`config.mk`:
```
export PLATFORM = sky130hd
export DESIGN_NAME = temp_bcd_conv
export DESIGN_NICKNAME = d
export VERILOG_FILES = /design/src/rtl/temp_bcd_conv.sv
export SDC_FILE = /design/constraint.sdc
export NUM_CORES = 1
export LEC_CHECK = 0
export CAP_MARGIN = 10
export CELL_PAD_IN_SITES_DETAIL_PLACEMENT = 0
export CELL_PAD_IN_SITES_GLOBAL_PLACEMENT = 1
export CORE_UTILIZATION = 41
export DETAILED_ROUTE_END_ITERATION = 7
export MAX_ROUTING_LAYER = met4
export PLACE_DENSITY = 0.74
export SETUP_SLACK_MARGIN = 0.15
export SLEW_MARGIN = 20
export SYNTH_ARGS = -nofsm -noshare
export SYNTH_HDL_FRONTEND = slang
export SYNTH_SLANG_ARGS = --single-unit
```
`constraint.sdc`:
```
create_clock -name clk -period 3.1 [get_ports clk]
set_clock_uncertainty 0.05 [all_clocks]
set_input_delay 0.93 -clock clk [delete_from_list [all_inputs] [get_ports clk]]
set_output_delay 0.93 -clock clk [all_outputs]
set_load 0.02 [all_outputs]
```
`src/rtl/temp_bcd_conv.sv`:
```
// ============================================================================
// temp_bcd_conv : 13-bit two's complement temperature word to sign + BCD
// Revision      : 1.0  initial release
// ============================================================================
`default_nettype none

module temp_bcd_conv (
  input  logic        clk,
  input  logic        rst_n,
  input  logic [15:0] temp_raw,
  output logic        sign,
  output logic [11:0] bcd_int,
  output logic [15:0] bcd_frac,
  output logic        upd,
  output logic        valid,
  output logic        busy
);

  typedef enum logic [2:0] {
    S_IDLE    = 3'd0,
    S_LOAD    = 3'd1,
    S_INT_DD  = 3'd2,
    S_FRAC_DD = 3'd3,
    S_DONE    = 3'd4
  } state_t;

  localparam logic [3:0] INT_LAST  = 4'd8;
  localparam logic [3:0] FRAC_LAST = 4'd13;

  state_t      state_q, state_d;
  logic [12:0] cap_q, cap_d;
  logic        first_q, first_d;
  logic        neg_q, neg_d;
  logic [8:0]  int_bin_q, int_bin_d;
  logic [13:0] frac_bin_q, frac_bin_d;
  logic [11:0] int_acc_q, int_acc_d;
  logic [15:0] frac_acc_q, frac_acc_d;
  logic [3:0]  cnt_q, cnt_d;
  logic        sign_q, sign_d;
  logic [11:0] bcd_int_q, bcd_int_d;
  logic [15:0] bcd_frac_q, bcd_frac_d;
  logic        upd_q, upd_d;
  logic        valid_q, valid_d;

  logic [12:0] mag;
  logic [13:0] frac_prod;
  logic [15:0] adj;

  // Double-dabble correction step: every BCD nibble >= 5 gets +3 before the shift.
  function automatic logic [15:0] dd_adjust(input logic [15:0] acc);
    logic [15:0] r;
    r = acc;
    for (int n = 0; n < 4; n++) begin
      if (r[n*4 +: 4] >= 4'd5) begin
        r[n*4 +: 4] = r[n*4 +: 4] + 4'd3;
      end
    end
    return r;
  endfunction

  always_comb begin
    state_d    = state_q;
    cap_d      = cap_q;
    first_d    = first_q;
    neg_d      = neg_q;
    int_bin_d  = int_bin_q;
    frac_bin_d = frac_bin_q;
    int_acc_d  = int_acc_q;
    frac_acc_d = frac_acc_q;
    cnt_d      = cnt_q;
    sign_d     = sign_q;
    bcd_int_d  = bcd_int_q;
    bcd_frac_d = bcd_frac_q;
    upd_d      = 1'b0;
    valid_d    = valid_q;
    adj        = 16'd0;

    // Negating -4096 wraps back to 0x1000, which read unsigned is the legal 256.0
    mag       = cap_q[12] ? (~cap_q + 13'd1) : cap_q;
    frac_prod = 14'(mag[3:0]) * 14'd625;

    case (state_q)
      S_IDLE: begin
        if ((temp_raw[15:3] != cap_q) || first_q) begin
          cap_d   = temp_raw[15:3];
          first_d = 1'b0;
          state_d = S_LOAD;
        end
      end

      S_LOAD: begin
        neg_d      = cap_q[12];
        int_bin_d  = mag[12:4];
        frac_bin_d = frac_prod;
        int_acc_d  = 12'd0;
        frac_acc_d = 16'd0;
        cnt_d      = 4'd0;
        state_d    = S_INT_DD;
      end

      S_INT_DD: begin
        adj       = dd_adjust({4'd0, int_acc_q});
        int_acc_d = {adj[10:0], int_bin_q[8]};
        int_bin_d = {int_bin_q[7:0], 1'b0};
        if (cnt_q == INT_LAST) begin
          cnt_d   = 4'd0;
          state_d = S_FRAC_DD;
        end else begin
          cnt_d = cnt_q + 4'd1;
        end
      end

      S_FRAC_DD: begin
        adj        = dd_adjust(frac_acc_q);
        frac_acc_d = {adj[14:0], frac_bin_q[13]};
        frac_bin_d = {frac_bin_q[12:0], 1'b0};
        if (cnt_q == FRAC_LAST) begin
          cnt_d   = 4'd0;
          state_d = S_DONE;
        end else begin
          cnt_d = cnt_q + 4'd1;
        end
      end

      S_DONE: begin
        sign_d     = neg_q;
        bcd_int_d  = int_acc_q;
        bcd_frac_d = frac_acc_q;
        upd_d      = 1'b1;
        valid_d    = 1'b1;
        state_d    = S_IDLE;
      end

      default: state_d = S_IDLE;
    endcase
  end

  always_ff @(posedge clk or negedge rst_n) begin
    if (!rst_n) begin
      state_q    <= S_IDLE;
      cap_q      <= 13'd0;
      first_q    <= 1'b1;
      neg_q      <= 1'b0;
      int_bin_q  <= 9'd0;
      frac_bin_q <= 14'd0;
      int_acc_q  <= 12'd0;
      frac_acc_q <= 16'd0;
      cnt_q      <= 4'd0;
      sign_q     <= 1'b0;
      bcd_int_q  <= 12'd0;
      bcd_frac_q <= 16'd0;
      upd_q      <= 1'b0;
      valid_q    <= 1'b0;
    end else begin
      state_q    <= state_d;
      cap_q      <= cap_d;
      first_q    <= first_d;
      neg_q      <= neg_d;
      int_bin_q  <= int_bin_d;
      frac_bin_q <= frac_bin_d;
      int_acc_q  <= int_acc_d;
      frac_acc_q <= frac_acc_d;
      cnt_q      <= cnt_d;
      sign_q     <= sign_d;
      bcd_int_q  <= bcd_int_d;
      bcd_frac_q <= bcd_frac_d;
      upd_q      <= upd_d;
      valid_q    <= valid_d;
    end
  end

  assign sign     = sign_q;
  assign bcd_int  = bcd_int_q;
  assign bcd_frac = bcd_frac_q;
  assign upd      = upd_q;
  assign valid    = valid_q;
  assign busy     = (state_q != S_IDLE);

endmodule

`default_nettype wire
```
==> impl_results.html, run 1 <==
<table>
<tr><th>Metric</th><th>Value</th></tr>
<tr><th colspan="2">Logic synthesis</th></tr>
<tr><td>Number of enable flip-flop cells after synthesis</td><td>0</td></tr>
<tr><td>Most frequently used flop master after synthesis</td><td>dfrtp_1</td></tr>
<tr><td>Simple-gate share of the synthesized area</td><td>approximately 15%</td></tr>
<tr><td>Warning count from the yosys run</td><td>0</td></tr>
<tr><td>Synthesized cell area</td><td>5780 um^2</td></tr>
<tr><td>Async SR Flop Fraction</td><td>100%</td></tr>
<tr><td>Area fraction in compound gates after synthesis</td><td>14.3%</td></tr>
<tr><td>Xor/xnor share of the synthesized area</td><td>5.60%</td></tr>
<tr><td>Part of the Yosys area used for sequential elements</td><td>45.0%</td></tr>
<tr><td>Largest family of logic cells by synthesized area</td><td>simple AND/OR/NAND/NOR gates</td></tr>
<tr><td>Synthesis-stage register bit count</td><td>104</td></tr>
<tr><td>Syn Nets</td><td>626</td></tr>
<tr><td>Synthesized netlist cell count</td><td>576</td></tr>
<tr><td>Number of distinct standard cells referenced by the synthesized netlist</td><td>54</td></tr>
<tr><td>Per-instance average area after synthesis</td><td>around 10 um^2</td></tr>
<tr><td>Multiplexer share of the synthesized area</td><td>8.76%</td></tr>
<tr><td>Adder-cell share of the synthesized area</td><td>slightly above 7%</td></tr>
<tr><th colspan="2">Die</th></tr>
<tr><td>I/O pins</td><td>50</td></tr>
<tr><td>Standard-cell rows</td><td>43</td></tr>
<tr><td>DIE AREA</td><td>14,600 um^2</td></tr>
<tr><td>Initial core utilization</td><td>41.8%</td></tr>
<tr><td>Core region area</td><td>approximately 14,000 um^2</td></tr>
<tr><td>Die Ht</td><td>121 um</td></tr>
<tr><td>Die X</td><td>121 um</td></tr>
<tr><th colspan="2">Setup path</th></tr>
<tr><td>Data arrival, critical path</td><td>3170 ps</td></tr>
<tr><td>Top cell family by delay on the critical path</td><td>compound AO/OA/AOI/OAI gates</td></tr>
<tr><td>Worst setup path class</td><td>reg -&gt; reg</td></tr>
<tr><td>Cell repeated most along the worst path</td><td>ha_4</td></tr>
<tr><td>Worst path required time</td><td>~3300 ps</td></tr>
<tr><td>Worst Setup End Kind</td><td>flop</td></tr>
<tr><td>Ordered list of cells on the worst path</td><td>buf_6 -&gt; o31ai_4 -&gt; xor2_4 -&gt; xnor2_4 -&gt; ha_4 -&gt; ha_4 -&gt; fa_2 -&gt; a211oi_4 -&gt; o21bai_1 -&gt; a211o_1 -&gt; nand3_1</td></tr>
<tr><td>Standard cell with the maximum stage delay on the critical path</td><td>fa_2</td></tr>
<tr><td>Number of buffer and inverter instances along the worst setup path</td><td>1</td></tr>
<tr><td>CP max stage delay</td><td>430 ps</td></tr>
<tr><td>Startpoint type of the worst setup path</td><td>flop</td></tr>
<tr><td>CP max FO</td><td>3</td></tr>
<tr><th colspan="2">Pwr</th></tr>
<tr><td>Cell-internal power</td><td>4990 uW</td></tr>
<tr><td>Switching pwr</td><td>3440 uW</td></tr>
<tr><td>Power per cell area</td><td>1170 nW/um^2</td></tr>
<tr><td>Clock power share</td><td>between 10% and 20%</td></tr>
<tr><td>Switching power share of the total</td><td>40.8%</td></tr>
<tr><td>Share of total power in sequential cells</td><td>24.9%</td></tr>
<tr><td>Gate power share</td><td>61.1%</td></tr>
<tr><td>Peak supply drop</td><td>0.802 mV</td></tr>
<tr><td>Static Leak</td><td>0.00317 uW</td></tr>
<tr><th colspan="2">Placement</th></tr>
<tr><td>DPL Wire Length</td><td>between 8 and 9 mm</td></tr>
<tr><td>Cell count after placement</td><td>between 700 and 800</td></tr>
<tr><td>Total of buffers placed on input and output ports</td><td>46</td></tr>
<tr><td>Placement-stage worst setup slack</td><td>just over 50 ps</td></tr>
<tr><td>RD Place Congestion</td><td>0.808</td></tr>
<tr><th colspan="2">STA</th></tr>
<tr><td>Relative slew margins</td><td>between 50% and 60%</td></tr>
<tr><td>Endpoints failing hold</td><td>0</td></tr>
<tr><td>Setup WS post-layout</td><td>between 150 and 200 ps</td></tr>
<tr><td>Max-slew violation count</td><td>0</td></tr>
<tr><td>Setup Viol. Count Final</td><td>0</td></tr>
<tr><td>Final worst path period share</td><td>94.7%</td></tr>
<tr><td>Achievable Freq</td><td>roughly 0.34 GHz</td></tr>
<tr><td>Setup repair after global routing missed its margin</td><td>yes</td></tr>
<tr><td>Worst hold slack</td><td>414 ps</td></tr>
<tr><td>Min Tclk post-route</td><td>2930 ps</td></tr>
<tr><td>Setup_tns</td><td>0 ps</td></tr>
<tr><td>Transition time of the tightest slew-check pin</td><td>604 ps</td></tr>
<tr><th colspan="2">Detailed routing</th></tr>
<tr><td>DRC violation total after the first TritonRoute iteration</td><td>256</td></tr>
<tr><td>Average wire per standard cell</td><td>14.9 um</td></tr>
<tr><td>Number of nets with antenna violations after routing</td><td>0</td></tr>
<tr><td>Via count normalized by instance count</td><td>5.34</td></tr>
<tr><td>Post-detailed-routing wire length</td><td>~12 mm</td></tr>
<tr><td>Residual DRC count</td><td>0</td></tr>
<tr><td>First-pass detailed-route iteration total</td><td>4</td></tr>
<tr><td>Via count of the routed design</td><td>4,373</td></tr>
<tr><th colspan="2">Clocking</th></tr>
<tr><td>Number of clock sinks seen by CTS</td><td>104</td></tr>
<tr><td>Clock-pin transition on the worst setup and hold timing paths</td><td>~70 ps</td></tr>
<tr><td>Buffer cell driving the clock tree root</td><td>clkbuf_16</td></tr>
<tr><td>Skew-Pair Late Insertion Delay</td><td>350 ps</td></tr>
<tr><td>Number of buffers added by the clock tree synthesis step</td><td>9</td></tr>
<tr><td>Number of buffers inserted for hold repair after clock tree synthesis</td><td>0</td></tr>
<tr><td>Maximum clock path buffer count</td><td>2</td></tr>
<tr><td>Depth of the CTS H-tree</td><td>3</td></tr>
<tr><td>TritonCTS clock tree</td><td>done</td></tr>
<tr><th colspan="2">Global route</th></tr>
<tr><td>First-pass GRT wire length</td><td>21.0 mm</td></tr>
<tr><td>Via count of the first global-routing pass</td><td>4,377</td></tr>
<tr><td>Maximum number of pins on one net before global-route repair</td><td>45</td></tr>
<tr><td>Antenna violations before repair</td><td>0</td></tr>
<tr><td>All-Layer GR Usage</td><td>18.8%</td></tr>
<tr><td>Total congestion overflow after global routing</td><td>0</td></tr>
<tr><th colspan="2">Worst hold path</th></tr>
<tr><td>Class of the tightest hold or removal check</td><td>reg -&gt; reg</td></tr>
<tr><th colspan="2">Cells and area</th></tr>
<tr><td>Net count of the finished layout</td><td>roughly 680</td></tr>
<tr><td>Fraction of final layout cells with drive strength greater than 1</td><td>20.5%</td></tr>
<tr><td>Layout overhead on the synthesized area</td><td>24.3%</td></tr>
<tr><td>Fill count</td><td>roughly 1,200</td></tr>
<tr><td>Post-Layout Cell Count</td><td>around 820</td></tr>
<tr><td>Number of diodes added for antenna fixing</td><td>0</td></tr>
<tr><th colspan="2">Run</th></tr>
<tr><td>Number of maximum-capacitance violations</td><td>0</td></tr>
<tr><th colspan="2">Status</th></tr>
<tr><td>Status</td><td>complete, no violations</td></tr>
</table>
==> timing repair <==
action,in CTS,in global routing
setup buffers,8,2
hold endpoints to repair,0,0
pin swaps,12,10
gates resized for setup,3,14
endpoints found under the setup margin,3,6
==> layout make-up <==
type                    instances  area (um^2)  share of cell area (%)
well taps                     180          225                    3.13
repair buffers                 83          756                    10.5
inverters                      22         85.1                    1.18
multi-input cells             414         3210                    44.6
clock inverters                 4         51.3                   0.714
clock buffers                  12          256                    3.57
flip-flops and latches        104         2610                    36.3
==> through the flow <==
| step | cell area (um^2) | power [uW] | utilization, % |
|---|---|---|---|
| 2_1_floorplan | 5980 | 5440 | - |
| 3_3_place_gp | 6710 | 6270 | 48.5 |
| 3_5_place_dp | 6710 | 6400 | 48.5 |
| 4_1_cts | 7100 | 7910 | 51.4 |
| 5_1_grt | 7180 | 9160 | 52.0 |
| 6_report | 7180 | 8430 | 52.0 |
==> synthesized netlist by cell type, types with 12 or more instances <==
| library cell | number | area (um^2) |
|---|---|---|
| dfrtp_1 | 103 | 2580 |
| nand2_1 | 68 | 255 |
| mux2_2 | 33 | 372 |
| ha_1 | 31 | 388 |
| o21ai_0 | 31 | 155 |
| xor2_1 | 25 | 219 |
| nor2_1 | 24 | 90.1 |
| inv_1 | 22 | 82.6 |
| buf_2 | 20 | 100 |
| a21oi_1 | 19 | 95.1 |
| o21ai_1 | 18 | 90.1 |
| a41oi_1 | 12 | 105 |
| clkbuf_1 | 12 | 45.0 |
| nand2b_1 | 12 | 75.1 |
| xnor2_1 | 12 | 105 |
==> sequential cells by signal, summed over array words and instances, names as in the netlist <==
| signal | count |
|---|---|
| upd | 1 |
| int_bin_q | 9 |
| frac_bin_q | 14 |
| sign | 1 |
| bcd_frac | 16 |
| state_q | 3 |
| cnt_q | 4 |
| frac_acc_q | 16 |
| int_acc_q | 12 |
| first_q | 1 |
| valid | 1 |
| neg_q | 1 |
| cap_q | 13 |
| bcd_int | 12 |
==> logic make-up after synthesis <==
logic type,count (synthesis)
flip-flops,104
buffers and inverters,58
multiplexers,46
XOR/XNOR,37
AND/OR/NAND/NOR,172
adder cells (fa/ha/maj),32
AO/OA/AOI/OAI,127
==> per-layer routing <==
| metal | GRT usage (%) | vias up | routed length (um) |
|---|---|---|---|
| met5 | - | - | 0 |
| met4 | 7.95 | 0 | 207 |
| met3 | 3.07 | 14 | 316 |
| met2 | 30.0 | 62 | 5900 |
| met1 | 23.8 | 2157 | 5760 |
| li1 | - | 2140 | - |
==> worst reg2reg max path: stages, from the launching register on <==
cell	delay [ps]
dfrtp_2	420
buf_6	130
o31ai_4	310
xor2_4	250
xnor2_4	160
ha_4	230
ha_4	230
fa_2	430
a211oi_4	230
o21bai_1	110
a211o_1	270
nand3_1	60
==> power groups by stage <==
stage | combinational (uW) | clock (uW) | sequential, uW
floorplan | 3480 | 0 | 1960
global placement | 4160 | 0 | 2110
detailed placement | 4270 | 0 | 2130
CTS | 4590 | 1220 | 2100
global route | 5720 | 1270 | 2170
finish | 5150 | 1180 | 2100
==> final timing paths <==
| check | endpoint | start | cells after the start | slack (ps) |
|---|---|---|---|---|
| setup / recovery | frac_bin_q[12] | cap_q[0] | 11 | 170 |
| hold / removal | valid | valid | 1 | 410 |
| setup reg to reg | frac_bin_q[12] | cap_q[0] | 11 | 170 |
| hold reg to reg | valid | valid | 1 | 410 |
| max in group asynchronous | first_q | rst_n | 2 | 1760 |
| min in group asynchronous | bcd_int[6] | rst_n | 1 | 490 |
==> cells in the final DEF, fill, tap and decap left out, types with 9 or more instances in the layout <==
cell type        synthesis  routed
dfrtp_1                103     102
nand2_1                 68      68
clkdlybuf4s50_1          0      45
buf_4                    0      35
mux2_2                  33      33
o21ai_0                 31      27
xor2_1                  25      23
nor2_1                  24      22
ha_1                    31      21
inv_1                   22      19
a21oi_1                 19      19
o21ai_1                 18      18
a41oi_1                 12      12
nand2b_1                12      11
nor2b_1                 10      10
a22o_1                  10      10
xnor2_1                 12      10
nor3_1                  10       9
mux2i_1                  9       9
nand3_1                  9       9
and3_1                   9       9
nor3b_1                 10       9
ha_4                     0       9
clkbuf_16                0       9
(Power assumes the default switching activity.)
==> run 2, diff against run 1 <==
- REMOVE_ABC_BUFFERS: unset -> 1
==> impl_results.html, run 2 (same netlist as run 1, synthesis figures left out) <==
<table>
<tr><th>Metric</th><th>Value</th></tr>
<tr><th colspan="2">Global route</th></tr>
<tr><td>Layer carrying the most global-route usage</td><td>met2</td></tr>
<tr><td>GR met3 Demand/Resource</td><td>2.64% (-0.42 points)</td></tr>
<tr><td>All-Layer GR Usage</td><td>19.0% (+0.22 points)</td></tr>
<tr><td>Maximum number of pins on one net before global-route repair</td><td>54 (+20%)</td></tr>
<tr><td>First-pass GRT wire length</td><td>21.3 mm (+1.3%)</td></tr>
<tr><td>Via count of the first global-routing pass</td><td>4,364 (-0.30%)</td></tr>
<tr><td>Met2 usage in global routing</td><td>30.8% (+0.79 points)</td></tr>
<tr><td>M1 GR Usage</td><td>24.4% (+0.62 points)</td></tr>
<tr><td>Total congestion overflow after global routing</td><td>0 (unchanged)</td></tr>
<tr><td>Antenna violations before repair</td><td>0 (unchanged)</td></tr>
<tr><th colspan="2">Clocking</th></tr>
<tr><td>Number of buffers inserted for hold repair after clock tree synthesis</td><td>0 (unchanged)</td></tr>
<tr><td>Buffer cell driving the clock tree root</td><td>clkbuf_16</td></tr>
<tr><td>Maximum clock path buffer count</td><td>2 (unchanged)</td></tr>
<tr><td>TritonCTS clock tree</td><td>done</td></tr>
<tr><td>Number of clock sinks seen by CTS</td><td>104 (unchanged)</td></tr>
<tr><td>Skew-Pair Late Insertion Delay</td><td>350 ps (about the same)</td></tr>
<tr><td>Clock-pin transition on the worst setup and hold timing paths</td><td>70 ps (about the same)</td></tr>
<tr><td>Depth of the CTS H-tree</td><td>3 (unchanged)</td></tr>
<tr><td>Number of buffers added by the clock tree synthesis step</td><td>9 (unchanged)</td></tr>
<tr><th colspan="2">Die</th></tr>
<tr><td>I/O pins</td><td>50 (unchanged)</td></tr>
<tr><td>Die X</td><td>121 um (unchanged)</td></tr>
<tr><td>Die Ht</td><td>121 um (unchanged)</td></tr>
<tr><td>Core region area</td><td>13,800 um^2 (unchanged)</td></tr>
<tr><td>DIE AREA</td><td>14,600 um^2 (unchanged)</td></tr>
<tr><td>Initial core utilization</td><td>41.8% (unchanged)</td></tr>
<tr><td>Standard-cell rows</td><td>43 (unchanged)</td></tr>
<tr><th colspan="2">STA</th></tr>
<tr><td>Final worst path period share</td><td>98.2% (+3.6 points)</td></tr>
<tr><td>Endpoints failing hold</td><td>0 (unchanged)</td></tr>
<tr><td>Transition time of the tightest slew-check pin</td><td>1040 ps (+434 ps)</td></tr>
<tr><td>Setup repair after global routing missed its margin</td><td>yes</td></tr>
<tr><td>Achievable Freq</td><td>0.328 GHz (-3.6%)</td></tr>
<tr><td>Max-slew violation count</td><td>0 (unchanged)</td></tr>
<tr><td>Setup Viol. Count Final</td><td>0 (unchanged)</td></tr>
<tr><td>Min Tclk post-route</td><td>3040 ps (+110 ps)</td></tr>
<tr><td>Relative slew margins</td><td>30.5% (-29 points)</td></tr>
<tr><th colspan="2">Setup path</th></tr>
<tr><td>Worst Setup End Kind</td><td>flop</td></tr>
<tr><td>CP max FO</td><td>4 (+1)</td></tr>
<tr><td>Data arrival, critical path</td><td>3230 ps (+60 ps)</td></tr>
<tr><td>Worst path required time</td><td>3290 ps (-50 ps)</td></tr>
<tr><td>Worst setup path class</td><td>reg -&gt; reg</td></tr>
<tr><td>Startpoint type of the worst setup path</td><td>flop</td></tr>
<tr><th colspan="2">Cells and area</th></tr>
<tr><td>Area used by sequential logic in the layout</td><td>2600 um^2 (about the same)</td></tr>
<tr><td>Fraction of final layout cells with drive strength greater than 1</td><td>19.8% (-0.69 points)</td></tr>
<tr><td>Net count of the finished layout</td><td>686 (+0.29%)</td></tr>
<tr><td>Post-Layout Cell Count</td><td>821 (+0.24%)</td></tr>
<tr><td>Fill count</td><td>1,210 (-0.33%)</td></tr>
<tr><td>Layout overhead on the synthesized area</td><td>24.0%</td></tr>
<tr><td>Top library cells by usage in the layout, fill and taps aside</td><td>dfrtp_1 (103), nand2_1 (68), clkdlybuf4s50_1 (45)</td></tr>
<tr><td>Most frequent standard cell in the layout excluding fill and tap cells</td><td>dfrtp_1</td></tr>
<tr><td>Number of diodes added for antenna fixing</td><td>0 (unchanged)</td></tr>
<tr><td>Footprint of the multi-input gates</td><td>3140 um^2 (-2.0%)</td></tr>
<tr><td>Utilization after layout</td><td>51.8% (-0.12 points)</td></tr>
<tr><th colspan="2">Status</th></tr>
<tr><td>Status</td><td>complete, no violations</td></tr>
<tr><th colspan="2">Pwr</th></tr>
<tr><td>Peak supply drop</td><td>0.765 mV (-4.7%)</td></tr>
<tr><td>Power per cell area</td><td>1190 nW/um^2 (+1.1%)</td></tr>
<tr><td>Static Leak</td><td>0.00320 uW (+0.70%)</td></tr>
<tr><th colspan="2">Placement</th></tr>
<tr><td>Total of buffers placed on input and output ports</td><td>46 (unchanged)</td></tr>
<tr><td>Cell count after placement</td><td>802 (+1.1%)</td></tr>
<tr><td>RD Place Congestion</td><td>0.843 (+4.4%)</td></tr>
<tr><td>DPL Wire Length</td><td>8.29 mm (-0.45%)</td></tr>
<tr><th colspan="2">Detailed routing</th></tr>
<tr><td>Via count of the routed design</td><td>4,411 (+0.87%)</td></tr>
<tr><td>Residual DRC count</td><td>0 (unchanged)</td></tr>
<tr><td>DRC violation total after the first TritonRoute iteration</td><td>218 (-15%)</td></tr>
<tr><td>Via count normalized by instance count</td><td>5.37 (+0.62%)</td></tr>
<tr><td>First-pass detailed-route iteration total</td><td>4 (unchanged)</td></tr>
<tr><td>Average wire per standard cell</td><td>15.1 um (+1.8%)</td></tr>
<tr><td>Number of nets with antenna violations after routing</td><td>0 (unchanged)</td></tr>
<tr><td>Post-detailed-routing wire length</td><td>12.4 mm (+2.0%)</td></tr>
<tr><th colspan="2">Worst hold path</th></tr>
<tr><td>Class of the tightest hold or removal check</td><td>reg -&gt; reg</td></tr>
<tr><th colspan="2">Run</th></tr>
<tr><td>Number of maximum-capacitance violations</td><td>0 (unchanged)</td></tr>
</table>
==> run 2: changes by cell type in the layout (fill, tap and decap cells not counted), moves of 2 or more <==
| cell | change |
|---|---|
| nor2_2 | -2 |
| clkinv_4 | +2 |
| xor2_4 | -2 |
| ha_2 | +2 |
| ha_4 | -2 |
| o21ai_2 | -2 |
| nor2_1 | +2 |
| o21ai_1 | +2 |
==> run 2: what timing repair did <==
action / CTS / global route
setup buffers: 1 / 2
pin swaps: 15 / 20
resized for setup: 24 / 14
gates cloned: 0 / 0
setup endpoints to repair: 6 / 6
==> run 2: path summary, 6_finish.rpt <==
check                      cells after the start  slack (ps)      from             end
max                                           12          60  cap_q[0]  frac_bin_q[10]
min                                            1         420     valid           valid
max reg2reg                                   12          60  cap_q[0]  frac_bin_q[10]
min reg2reg                                    1         420     valid           valid
max in group asynchronous                      2        1840     rst_n         first_q
min in group asynchronous                      1         460     rst_n     bcd_frac[6]
==> run 2: cell type report <==
cell class                 instances  share of cell area, %
clock inverter                     6                   1.27
inverter                          22                   1.15
sequential                       104                   36.3
tap                              180                   3.14
timing repair buffer              85                   10.9
multi-input combinational        414                   43.8
clock buffer                      10                   3.33
==> run 2: through the flow <==
| step | area, um^2 | power, uW | worst slack (ps) | hold WS (ps) | setup TNS [ps] |
|---|---|---|---|---|---|
| finish | 7170 | 8510 | 55.4 | 420 | 0 |
| global route | 7170 | 9240 | -52.9 | 448 | -100 |
| CTS | 7060 | 7870 | 158 | 431 | 0 |
| detailed placement | 6600 | 5930 | -170 | 414 | -472 |
| global placement | 6600 | 5840 | -122 | 401 | -253 |
| floorplan | 5610 | 4650 | -597 | 388 | -19240 |
==> run 2: power by group <==
part | switching (uW) | total (uW) | internal, uW | leakage [uW]
sequential | 371 | 2080 | 1710 | 0.00136
clock | 514 | 1250 | 734 | 0.000163
combinational | 2550 | 5180 | 2630 | 0.00168
==> run 2: routing by layer <==
metal  vias up  part of all wire, %
li1       2161                    -
met1      2166                   46
met2        71                   50
met3        13                  2.6
met4         0                  1.8
met5         -                    0
==> run 2: worst max-delay path, cell delays in order, from the launching register on <==
cell,delay [ps]
dfrtp_1,380
inv_2,60
ha_2,300
nand2_1,50
o21ai_1,330
ha_4,290
ha_1,270
ha_2,190
fa_2,380
a21o_1,220
a211oi_2,180
nor3_1,70
o22a_1,160
